**config.mk**
```make
export PLATFORM = sky130hd
export DESIGN_NAME = iot_event_tx
export DESIGN_NICKNAME = d
export VERILOG_FILES = /design/src/rtl/iot_event_tx.sv
export SDC_FILE = /design/constraint.sdc
export NUM_CORES = 1
export LEC_CHECK = 0
export BUFFER_PORTS_ARGS = -buffer_cell sky130_fd_sc_hd__buf_2
export CAP_MARGIN = 20
export CORE_AREA = 2 2 69 71
export DETAILED_ROUTE_END_ITERATION = 8
export DIE_AREA = 0 0 71 73
export HOLD_SLACK_MARGIN = 0.08
export PLACE_DENSITY_LB_ADDON = 0.2
export RECOVER_POWER = 25
export SYNTH_ARGS = -nofsm -noshare
export SYNTH_HDL_FRONTEND = slang
export SYNTH_SLANG_ARGS = --single-unit
export TNS_END_PERCENT = 100
```
**constraint.sdc**
```tcl
create_clock -name clk_i -period 7.45 [get_ports clk_i]
set_clock_uncertainty 0.1 [all_clocks]
set_input_delay 1.49 -clock clk_i [delete_from_list [all_inputs] [get_ports clk_i]]
set_output_delay 1.49 -clock clk_i [all_outputs]
set_load 0.03 [all_outputs]
```
**src/rtl/iot_event_tx.sv**
```systemverilog
// Event transmitter: turns per-device on/off transitions into a serial change/on_off
// event stream, one event per clock, coalesced per device and served round-robin.
module iot_event_tx #(
    parameter int N     = 8,
    parameter int IDX_W = 3,
    parameter int CNT_W = 8
) (
    input  logic             clk_i,
    input  logic             rst_ni,
    input  logic [N-1:0]     dev_active_i,
    input  logic             hold_i,
    output logic             change_o,
    output logic             on_off_o,
    output logic [IDX_W-1:0] dev_idx_o,
    output logic             busy_o,
    output logic [CNT_W-1:0] reported_count_o
);

    logic [N-1:0]     dev_q, rep_q, rep_d;
    logic [IDX_W-1:0] ptr_q, ptr_d;
    logic             change_q, change_d;
    logic             on_off_q, on_off_d;
    logic [IDX_W-1:0] idx_q, idx_d;
    logic [CNT_W-1:0] cnt_q, cnt_d;

    logic [N-1:0]     pend;
    logic [2*N-1:0]   pend_rot;
    logic             found;
    logic [IDX_W-1:0] sel;
    logic [IDX_W:0]   pos;
    logic [N-1:0]     sel_hot;
    logic             sel_lvl;

    assign pend     = dev_q ^ rep_q;
    assign busy_o   = |pend;
    // Rotating a doubled copy puts the search start (ptr) at bit 0.
    assign pend_rot = {pend, pend} >> ptr_q;

    always_comb begin
        found = 1'b0;
        sel   = '0;
        pos   = '0;
        for (int k = 0; k < N; k++) begin
            if (!found && pend_rot[k]) begin
                found = 1'b1;
                pos   = {1'b0, ptr_q} + (IDX_W+1)'(k);
                if (pos >= (IDX_W+1)'(N)) begin
                    pos = pos - (IDX_W+1)'(N);
                end
                sel = pos[IDX_W-1:0];
            end
        end
    end

    assign sel_hot = N'(1) << sel;
    assign sel_lvl = |(dev_q & sel_hot);

    always_comb begin
        rep_d    = rep_q;
        ptr_d    = ptr_q;
        change_d = 1'b0;
        on_off_d = 1'b0;
        idx_d    = idx_q;
        cnt_d    = cnt_q;
        if (!hold_i && found) begin
            // Selected bit is pending, so flipping rep makes it match dev_q.
            rep_d    = rep_q ^ sel_hot;
            ptr_d    = (sel == IDX_W'(N-1)) ? '0 : sel + IDX_W'(1);
            change_d = 1'b1;
            on_off_d = sel_lvl;
            idx_d    = sel;
            cnt_d    = sel_lvl ? cnt_q + CNT_W'(1) : cnt_q - CNT_W'(1);
        end
    end

    always_ff @(posedge clk_i or negedge rst_ni) begin
        if (!rst_ni) begin
            dev_q    <= '0;
            rep_q    <= '0;
            ptr_q    <= '0;
            change_q <= 1'b0;
            on_off_q <= 1'b0;
            idx_q    <= '0;
            cnt_q    <= '0;
        end else begin
            dev_q    <= dev_active_i;
            rep_q    <= rep_d;
            ptr_q    <= ptr_d;
            change_q <= change_d;
            on_off_q <= on_off_d;
            idx_q    <= idx_d;
            cnt_q    <= cnt_d;
        end
    end

    assign change_o         = change_q;
    assign on_off_o         = on_off_q;
    assign dev_idx_o        = idx_q;
    assign reported_count_o = cnt_q;

endmodule

```
# After elaboration in Yosys (flattened, before gate mapping)

Index checks and enable logic that the tools add are counted.

Output and inout bits: 14
Memory bits (read-only): 0
Latch bits: 0
Input bits: 11
Flip-flop bits (word level): 32
Memories: 0
Logic and storage cells: 85
Memory bits (writable): 0

Eq/ne operators: 1
Reduce and logical (&&, ||, !) cells: 18
Add/subtract/negate cells: 18
Shift-type cells: 2
Bitwise logic cells: 3
Muxes and demuxes: 28
Multiply operators: 0
$lt $le $gt $ge: 8
Divide/modulo/power cells: 0

Operator list:

| cell                | number |
|---|---|
| $mux 3              | 17 |
| $ge 4x4->1 const B  | 7 |
| $sub 3x1->3 const B | 8 |
| $add 3x3->4 const B | 4 |
| $reduce_or 8->1     | 2 |
| $shr 16x3->8        | 1 |
| $xor 8x8->8         | 2 |
| $mux 1              | 10 |
| $add 3x2->4 const B | 2 |
| $add 8x1->8 const B | 1 |
| $and 8x8->8         | 1 |
| $logic_and 1x1->1   | 8 |
| $logic_not 1->1     | 8 |
| $mux 8              | 1 |
| $shl 1x3->8 const A | 1 |
| $sub 8x1->8 const B | 1 |
| $add 3x1->4 const B | 1 |
| $ge 3x4->1 const B  | 1 |
| $add 3x1->3 const B | 1 |
| $eq 3x3->1 const B  | 1 |

# Depth between registers and ports, before layout

Gate-level depths: netlist of the first run.

Word-level depth: 28
Depth in mapped cells: 27
Gate-level depth less buffers: 26

# Worst setup path before layout of the first run

Ideal clock, no wire load.

Kind: flip-flop to flip-flop
From: reg ptr_q[2]
To: reg cnt_q[7] (netlist: reported_count_o[7])
Required time: 7.224 ns
Path buffers: 2
Setup time: 0.126 ns
Data arrival time: 5.304 ns
Slack: 1.920 ns
Clock period less this slack: 5.530 ns
Cell stages (with the launch flop): 27
Cells stage by stage: dfrtp_1 buf_4 buf_2 mux2_2 mux4_2 mux2_2 nor2_1 o211ai_1 nor2_1 o21ai_0 inv_1 ha_1 a222oi_1 nor3b_1 a21oi_1 mux2i_1 and2_2 ha_1 a21o_1 a21o_1 a21o_1 a21oi_1 o21bai_1 a21oi_1 nor4_1 a221oi_1 nand2_1

Cells in the longest elaborated chain, start to end: 27
Elaborated cells between the ends (all ways): 67
Those cells by class: add/sub (15); order compare (8); shift (2); mux (25); bitwise (1); reduce/logical (16)

RTL lines:

| what                     | RTL line | text |
|---|---|---|
| start: declaration       | 20       | `logic [IDX_W-1:0] ptr_q, ptr_d;` |
| start signal: assignment | 88       | `ptr_q <= ptr_d;` |
| $shr 16x3->8             | 37       | `assign pend_rot = {pend, pend} >> ptr_q;` |
| $mux 1                   | 44       | `if (!found && pend_rot[k]) begin` |
| $logic_not 1->1          | 44       |  |
| $logic_and 1x1->1        | 44       |  |
| $mux 1                   | 44       |  |
| $logic_not 1->1          | 44       |  |
| $logic_and 1x1->1        | 44       |  |
| $mux 1                   | 44       |  |
| [12 not listed]          | -        |  |
| $logic_not 1->1          | 44       |  |
| $logic_and 1x1->1        | 44       |  |
| $mux 3 *                 | 44       |  |
| net sel[1]               | 29       | `logic [IDX_W-1:0] sel;` |
| $shl 1x3->8 *            | 55       | `assign sel_hot = N'(1) << sel;` |
| $and 8x8->8 *            | 56       | `assign sel_lvl = \|(dev_q & sel_hot);` |
| $reduce_or 8->1 *        | 56       |  |
| $mux 8 *                 | 72       | `cnt_d = sel_lvl ? cnt_q + CNT_W'(1) : cnt_q - CNT_W'(1);` |
| end signal: assignment   | 92       | `cnt_q <= cnt_d;` |
| end: declaration         | 24       | `logic [CNT_W-1:0] cnt_q, cnt_d;` |

The timed path passes the listed nets; every way through them passes the cells marked *.
A chain may end at the register's enable or synchronous reset.

# Worst setup path after layout of the first run

Ends and elaborated chain as after synthesis.

==> flow_summary.toml, run 1 <==
[run_status]
violations = "capacitance limit, slew limit"
status = "finished with violations"

[placement]
gp_congestion = 0.940
hpwl_microns = 4380
portBuffers = 24

[synthesis]
postSynthCellCount = 268
synth-edff-count = 0
synth_seq_area_share_pct = 31.4
ys_warn_count = 0
syn_nets = 294
synth_top_area_cell = "dfrtp_1"
synth-seq-cells = 32
synthDistinctLibCells = 60
synth-async-reset-ratio_pct = 100
synth_area_leaders = "dfrtp_1 31%, xnor2_1 7.6%, ha_1 6.9%"
syn_area_sq_mm = 0.00255
synthFlopType = "dfrtp_1"
yosysTopAreaCellShare_pct = 31.4
syn_avg_cell_area_sq_um = 9.52

[global_routing]
grt_max_degree = 33
globalRouteOverflowTotal = 0
antenna_found_initial = 0
grt_pass1_vias = 2085
track_usage_pct = 24.3
grt_pass1_wl_microns = 9840

[hold_path]
min_path_cells = 2
hp-class = "reg2reg"

[route]
finalWirelength_microns = 5700
drtPass1Iterations = 7
vias_per_cell = 6.01
wl_per_cell_microns = 16.6
drc = 0
final_antenna_net_count = 0
drt_iter0_drc = 237
via_count = 2067

[cells_and_area]
fin_util_pct = 61.3
drive_above_1_share_pct = 19.7
nets = 315
n_antenna_cell = 0
syn2layout_area_growth_pct = 8.98

[die]
rows = 25
ios = 25
start_util_pct = 56.2
core_sq_mm = 0.00454
die_w_microns = 71
dieArea_sq_mm = 0.00518
die_h_microns = 73

[sta]
hold_violations = 0
clock.fmax_ghz = 0.151
setup_viol = 0
final.setup.tns_ns = 0
period_share_pct = 88.9
min_period_ns = 6.62
grt_setup_unrepaired = "false"
slew_viol_final = 33
worst_slew_pin_slew_ns = 1.63
hold_ws_ns = 0.384
max_slew_margin_pct = -8.77

[worst_setup_path]
startpoint_type = "flop"
crit_type = "reg2reg"
rr_worst_depth = 25
crit_fanout = 18
arrival_ns = 6.70
end_kind = "flop"
crit_required_ns = 7.52

[clocking]
post_cts_resized = 0
clockRootBuffer = "clkbuf_8"
h-tree-depth = 2
cts_hold_buffers = 0
clk_latency_ns = 0.29
cts_buffer_depth = 2
cts_buffers = 5
cts_tree = "done"
clock-sinks = 32
post_cts_buffers = 0
cts.clk_slew.worst_paths_ns = 0.07

[flow_run]
maxCapViolations = 1
cells by family (layout without fill, tap and decap cells):
logic type / count (synthesis) / after routing / synth area share (%)
xor+xnor: 32 / 32 / 11.3
flops: 32 / 32 / 31.4
mux: 18 / 18 / 11.0
fa+ha+maj: 15 / 15 / 7.65
buf+inv: 20 / 42 / 3.43
simple gates: 88 / 88 / 16.9
compound gates: 63 / 63 / 18.4
worst max-delay path: stages (launching register included):
cell	delay (ns)
dfrtp_1	0.79
nand2_1	0.30
o22ai_1	0.28
o31a_1	0.30
a22o_1	0.24
nand3_1	0.12
o311ai_0	0.49
o32ai_1	0.14
a21oi_1	0.31
inv_1	0.15
ha_1	0.25
a222oi_1	0.43
nor3b_1	0.23
a21oi_1	0.06
mux2i_1	0.23
and2_2	0.28
ha_1	0.25
a21o_1	0.15
a21o_1	0.20
a21o_1	0.19
a21oi_1	0.24
o21bai_1	0.10
a21oi_1	0.25
nor4_1	0.08
a221oi_1	0.24
nand2_1	0.08
worst paths after layout:
| path | from | slack [ns] | end |
|---|---|---|---|
| worst max register to register | ptr_q[2] | 0.83 | reported_count_o[7] |
| max in group asynchronous | rst_ni | 4.80 | reported_count_o[6] |
| worst min-delay path | dev_idx_o[0] | 0.38 | dev_idx_o[0] |
| worst max-delay path | ptr_q[2] | 0.83 | reported_count_o[7] |
| worst min register to register | dev_idx_o[0] | 0.38 | dev_idx_o[0] |
| min in group asynchronous | rst_ni | 1.51 | dev_q[1] |
cells in the mapped netlist, types with 2 or more instances:
| master | number |
|---|---|
| o211ai_1 | 4 |
| ha_1 | 14 |
| buf_2 | 4 |
| mux2i_1 | 7 |
| nand3_1 | 5 |
| mux4_1 | 2 |
| dfrtp_1 | 32 |
| clkbuf_1 | 4 |
| o21ai_0 | 11 |
| a32oi_1 | 2 |
| xnor2_1 | 22 |
| a222oi_1 | 2 |
| or3_1 | 2 |
| mux2_2 | 4 |
| nand4_1 | 2 |
| o22ai_1 | 8 |
| a211oi_2 | 2 |
| and2_2 | 2 |
| inv_1 | 8 |
| nand2_1 | 33 |
| a211oi_1 | 2 |
| buf_4 | 2 |
| nor2_1 | 19 |
| xor2_1 | 9 |
| a21oi_1 | 7 |
| nor2b_1 | 2 |
| a21o_1 | 8 |
| or2_2 | 4 |
| and2_1 | 4 |
| a22oi_1 | 2 |
| inv_2 | 2 |
| o31ai_1 | 2 |
| mux4_2 | 5 |
| nand2b_1 | 4 |
state kept, by name (all words and copies together), names as in the netlist:
name,cells
change_o,1
dev_idx_o,3
dev_q,8
on_off_o,1
ptr_q,3
rep_q,8
reported_count_o,8
per-stage QoR:
step / area (sq um) / std cells / setup WS, ns
finish: 2780 / 344 / 0.827
global route: 2780 / 344 / 0.192
CTS: 2780 / 344 / 0.875
detailed placement: 2690 / 336 / 0.906
global placement: 2690 / 336 / 1.09
floorplan: 2550 / 268 / 1.92
layer usage:
layer	share of wire [%]	wire (microns)	track usage (%)	up-vias
li1	-	-	-	1009
met1	45	2590	32.3	971
met2	47	2680	38.8	79
met3	5.7	326	4.70	8
met4	1.8	102	11.1	0
met5	0	0	0	-
layout by cell type, fill, tap and decap left out, types with 2 or more instances in the layout:
| cell type | n |
|---|---|
| buf_2 | 23 |
| nand3_1 | 5 |
| dfrtp_1 | 32 |
| ha_1 | 14 |
| nand2_1 | 33 |
| a211oi_1 | 2 |
| mux4_2 | 5 |
| inv_2 | 2 |
| o211ai_1 | 4 |
| o22ai_1 | 8 |
| mux2_2 | 4 |
| a21o_1 | 8 |
| mux2i_1 | 7 |
| and2_2 | 2 |
| a22oi_1 | 2 |
| xnor2_1 | 22 |
| mux4_1 | 2 |
| inv_1 | 8 |
| o31ai_1 | 2 |
| or3_1 | 2 |
| clkinvlp_4 | 2 |
| and2_1 | 4 |
| xor2_1 | 9 |
| a222oi_1 | 2 |
| nand2b_1 | 4 |
| nand4_1 | 2 |
| o21ai_0 | 11 |
| clkbuf_8 | 5 |
| a32oi_1 | 2 |
| nor2b_1 | 2 |
| a21oi_1 | 7 |
| nor2_1 | 19 |
| or2_2 | 4 |
| a211oi_2 | 2 |
cell type report:
cell class	instances	area [sq um]
tap	54	67.6
timing repair buffer	24	119
clock buffer	5	68.8
fill	386	1760
multi-input combinational	216	1660
clock inverter	3	23.8
inverter	10	37.5
sequential	32	801
Power of run 1 is left out: the tool's default activity adds up to more than one toggle a clock period on the data nets, which glitch-free logic cannot reach.
==> inputs of run 2 (changes only) <==
==> constraint.sdc (replaced) <==
create_clock -name clk_i -period 6.3 [get_ports clk_i]
set_clock_uncertainty 0.1 [all_clocks]
set_input_delay 0.63 -clock clk_i [delete_from_list [all_inputs] [get_ports clk_i]]
set_output_delay 0.63 -clock clk_i [all_outputs]
set_load 0.03 [all_outputs]
==> run 2 against run 1 <==
Net effect: the flow still finishes with violations (capacitance limit, slew limit); final area increased by 3.9%; critical endpoint unchanged; wire length increased by 3.4%; critical path depth grew 1; via count rose by 2.1%; maximum frequency grew 13%; clock-buffer cell count rose by 1; non-clock buffer count up 8; first-iteration DRC count decreased by 15%.
==> flow_summary.toml, run 2 (synthesis results as in run 1) <==
[global_routing]
grt_pass1_vias = 1998
antenna_found_initial = 0
grt_pass1_wl_microns = 9650
track_usage_pct = 24.1
grt_max_degree = 33
globalRouteOverflowTotal = 0

[placement]
gp_congestion = 0.916
portBuffers = 24
hpwl_microns = 4490
place_area_sq_mm = 0.00274

[worst_setup_path]
crit_fanout = 5
startpoint_type = "flop"
crit_type = "reg2reg"
r2r_start = "rep_q[7]"
arrival_ns = 5.92
crit_required_ns = 6.38
end_kind = "flop"
crit_start = "rep_q[7]"

[sta]
min_period_ns = 5.84
max_slew_margin_pct = -6.36
worst_slew_pin_slew_ns = 1.60
hold_ws_ns = 0.347
hold_violations = 0
period_share_pct = 92.7
clock.fmax_ghz = 0.171
slew_viol_final = 33
final.setup.tns_ns = 0
setup_viol = 0

[route]
drt_iter0_drc = 201
finalWirelength_microns = 5890
drtPass1Iterations = 4
via_count = 2110
drc = 0
vias_per_cell = 5.99
final_antenna_net_count = 0
wl_per_cell_microns = 16.7

[cells_and_area]
nets = 323
layout_commonest_cell = "nand2_1"
fillCellCount = 378
fin_util_pct = 63.7
multi_input_area_sq_mm = 0.00170
syn2layout_area_growth_pct = 13.2
n_antenna_cell = 0
regArea_sq_um = 802
final_cell_area_sq_mm = 0.00289
final_cell_mix = "33 x nand2_1, 31 x dfrtp_1, 23 x buf_2"
drive_above_1_share_pct = 23.8

[clocking]
cts_buffer_depth = 2
cts_hold_buffers = 0
clockRootBuffer = "clkbuf_8"
cts_buffers = 5
clk_latency_ns = 0.29
clock-sinks = 32
cts.clk_slew.worst_paths_ns = 0.07
h-tree-depth = 2
cts_tree = "done"

[die]
rows = 25
core_sq_mm = 0.00454
die_h_microns = 73
die_w_microns = 71
ios = 25
dieArea_sq_mm = 0.00518
start_util_pct = 56.2

[flow_run]
maxCapViolations = 1

[hold_path]
hp-class = "in2reg"
worstHoldStart = "dev_active_i[0]"

[run_status]
violations = "capacitance limit, slew limit"
status = "finished with violations"
run 2: critical path, cell delays in order, from the launching register on:
cell,delay (ns)
dfrtp_1,0.43
xor2_1,0.24
mux4_2,0.55
nand2b_1,0.20
o32ai_4,0.31
nor2_1,0.09
o211ai_1,0.22
nor2_1,0.07
o21ai_0,0.17
buf_4,0.18
inv_1,0.06
ha_1,0.24
a222oi_1,0.42
nor3b_1,0.25
a21oi_1,0.06
mux2i_1,0.24
and2_2,0.24
ha_1,0.24
a21o_1,0.16
a21o_1,0.19
a21o_1,0.18
a21oi_1,0.21
o21bai_1,0.12
a21oi_2,0.20
nor4_1,0.07
a221oi_1,0.23
nand2_1,0.08
run 2: final cells by class:
class | count | area share (%)
multi-input combinational | 216 | 58.7
clock inverter | 2 | 1.21
clock buffer | 6 | 2.51
sequential | 32 | 27.8
inverter | 10 | 1.30
timing repair buffer | 32 | 6.19
tap | 54 | 2.34
run 2: repair_timing:
item / in CTS / in global routing
setup buffers: 0 / 1
setup endpoints to repair: 0 / 1
resized for setup: 0 / 8
run 2: path summary, 6_finish.rpt:
check / endpoint / slack [ns] / cells after the start
worst min-delay path: dev_q[0] / 0.35 / 1
min in group asynchronous: dev_q[1] / 0.64 / 1
worst max-delay path: reported_count_o[7] / 0.46 / 26
worst max register to register: reported_count_o[7] / 0.46 / 26
worst min register to register: rep_q[4] / 0.40 / 1
max in group asynchronous: ptr_q[2] / 4.43 / 1
run 2: layer usage:
layer | wire [microns] | part of all wire, % | vias to the layer above | track usage, %
li1 | - | - | 1022 | -
met1 | 2630 | 45 | 1014 | 32.1
met2 | 2880 | 49 | 63 | 39.6
met3 | 265 | 4.5 | 11 | 3.18
met4 | 119 | 2.0 | 0 | 10.7
met5 | 0 | 0 | - | 0
run 2: stage by stage:
step / setup slack, ns / instances
3_3_place_gp: 0.524 / 343
6_report: 0.457 / 352
5_1_grt: -0.0510 / 352
4_1_cts: 0.286 / 351
3_5_place_dp: 0.318 / 343
2_1_floorplan: 0.770 / 268
Power of run 2 is left out for the same reason.
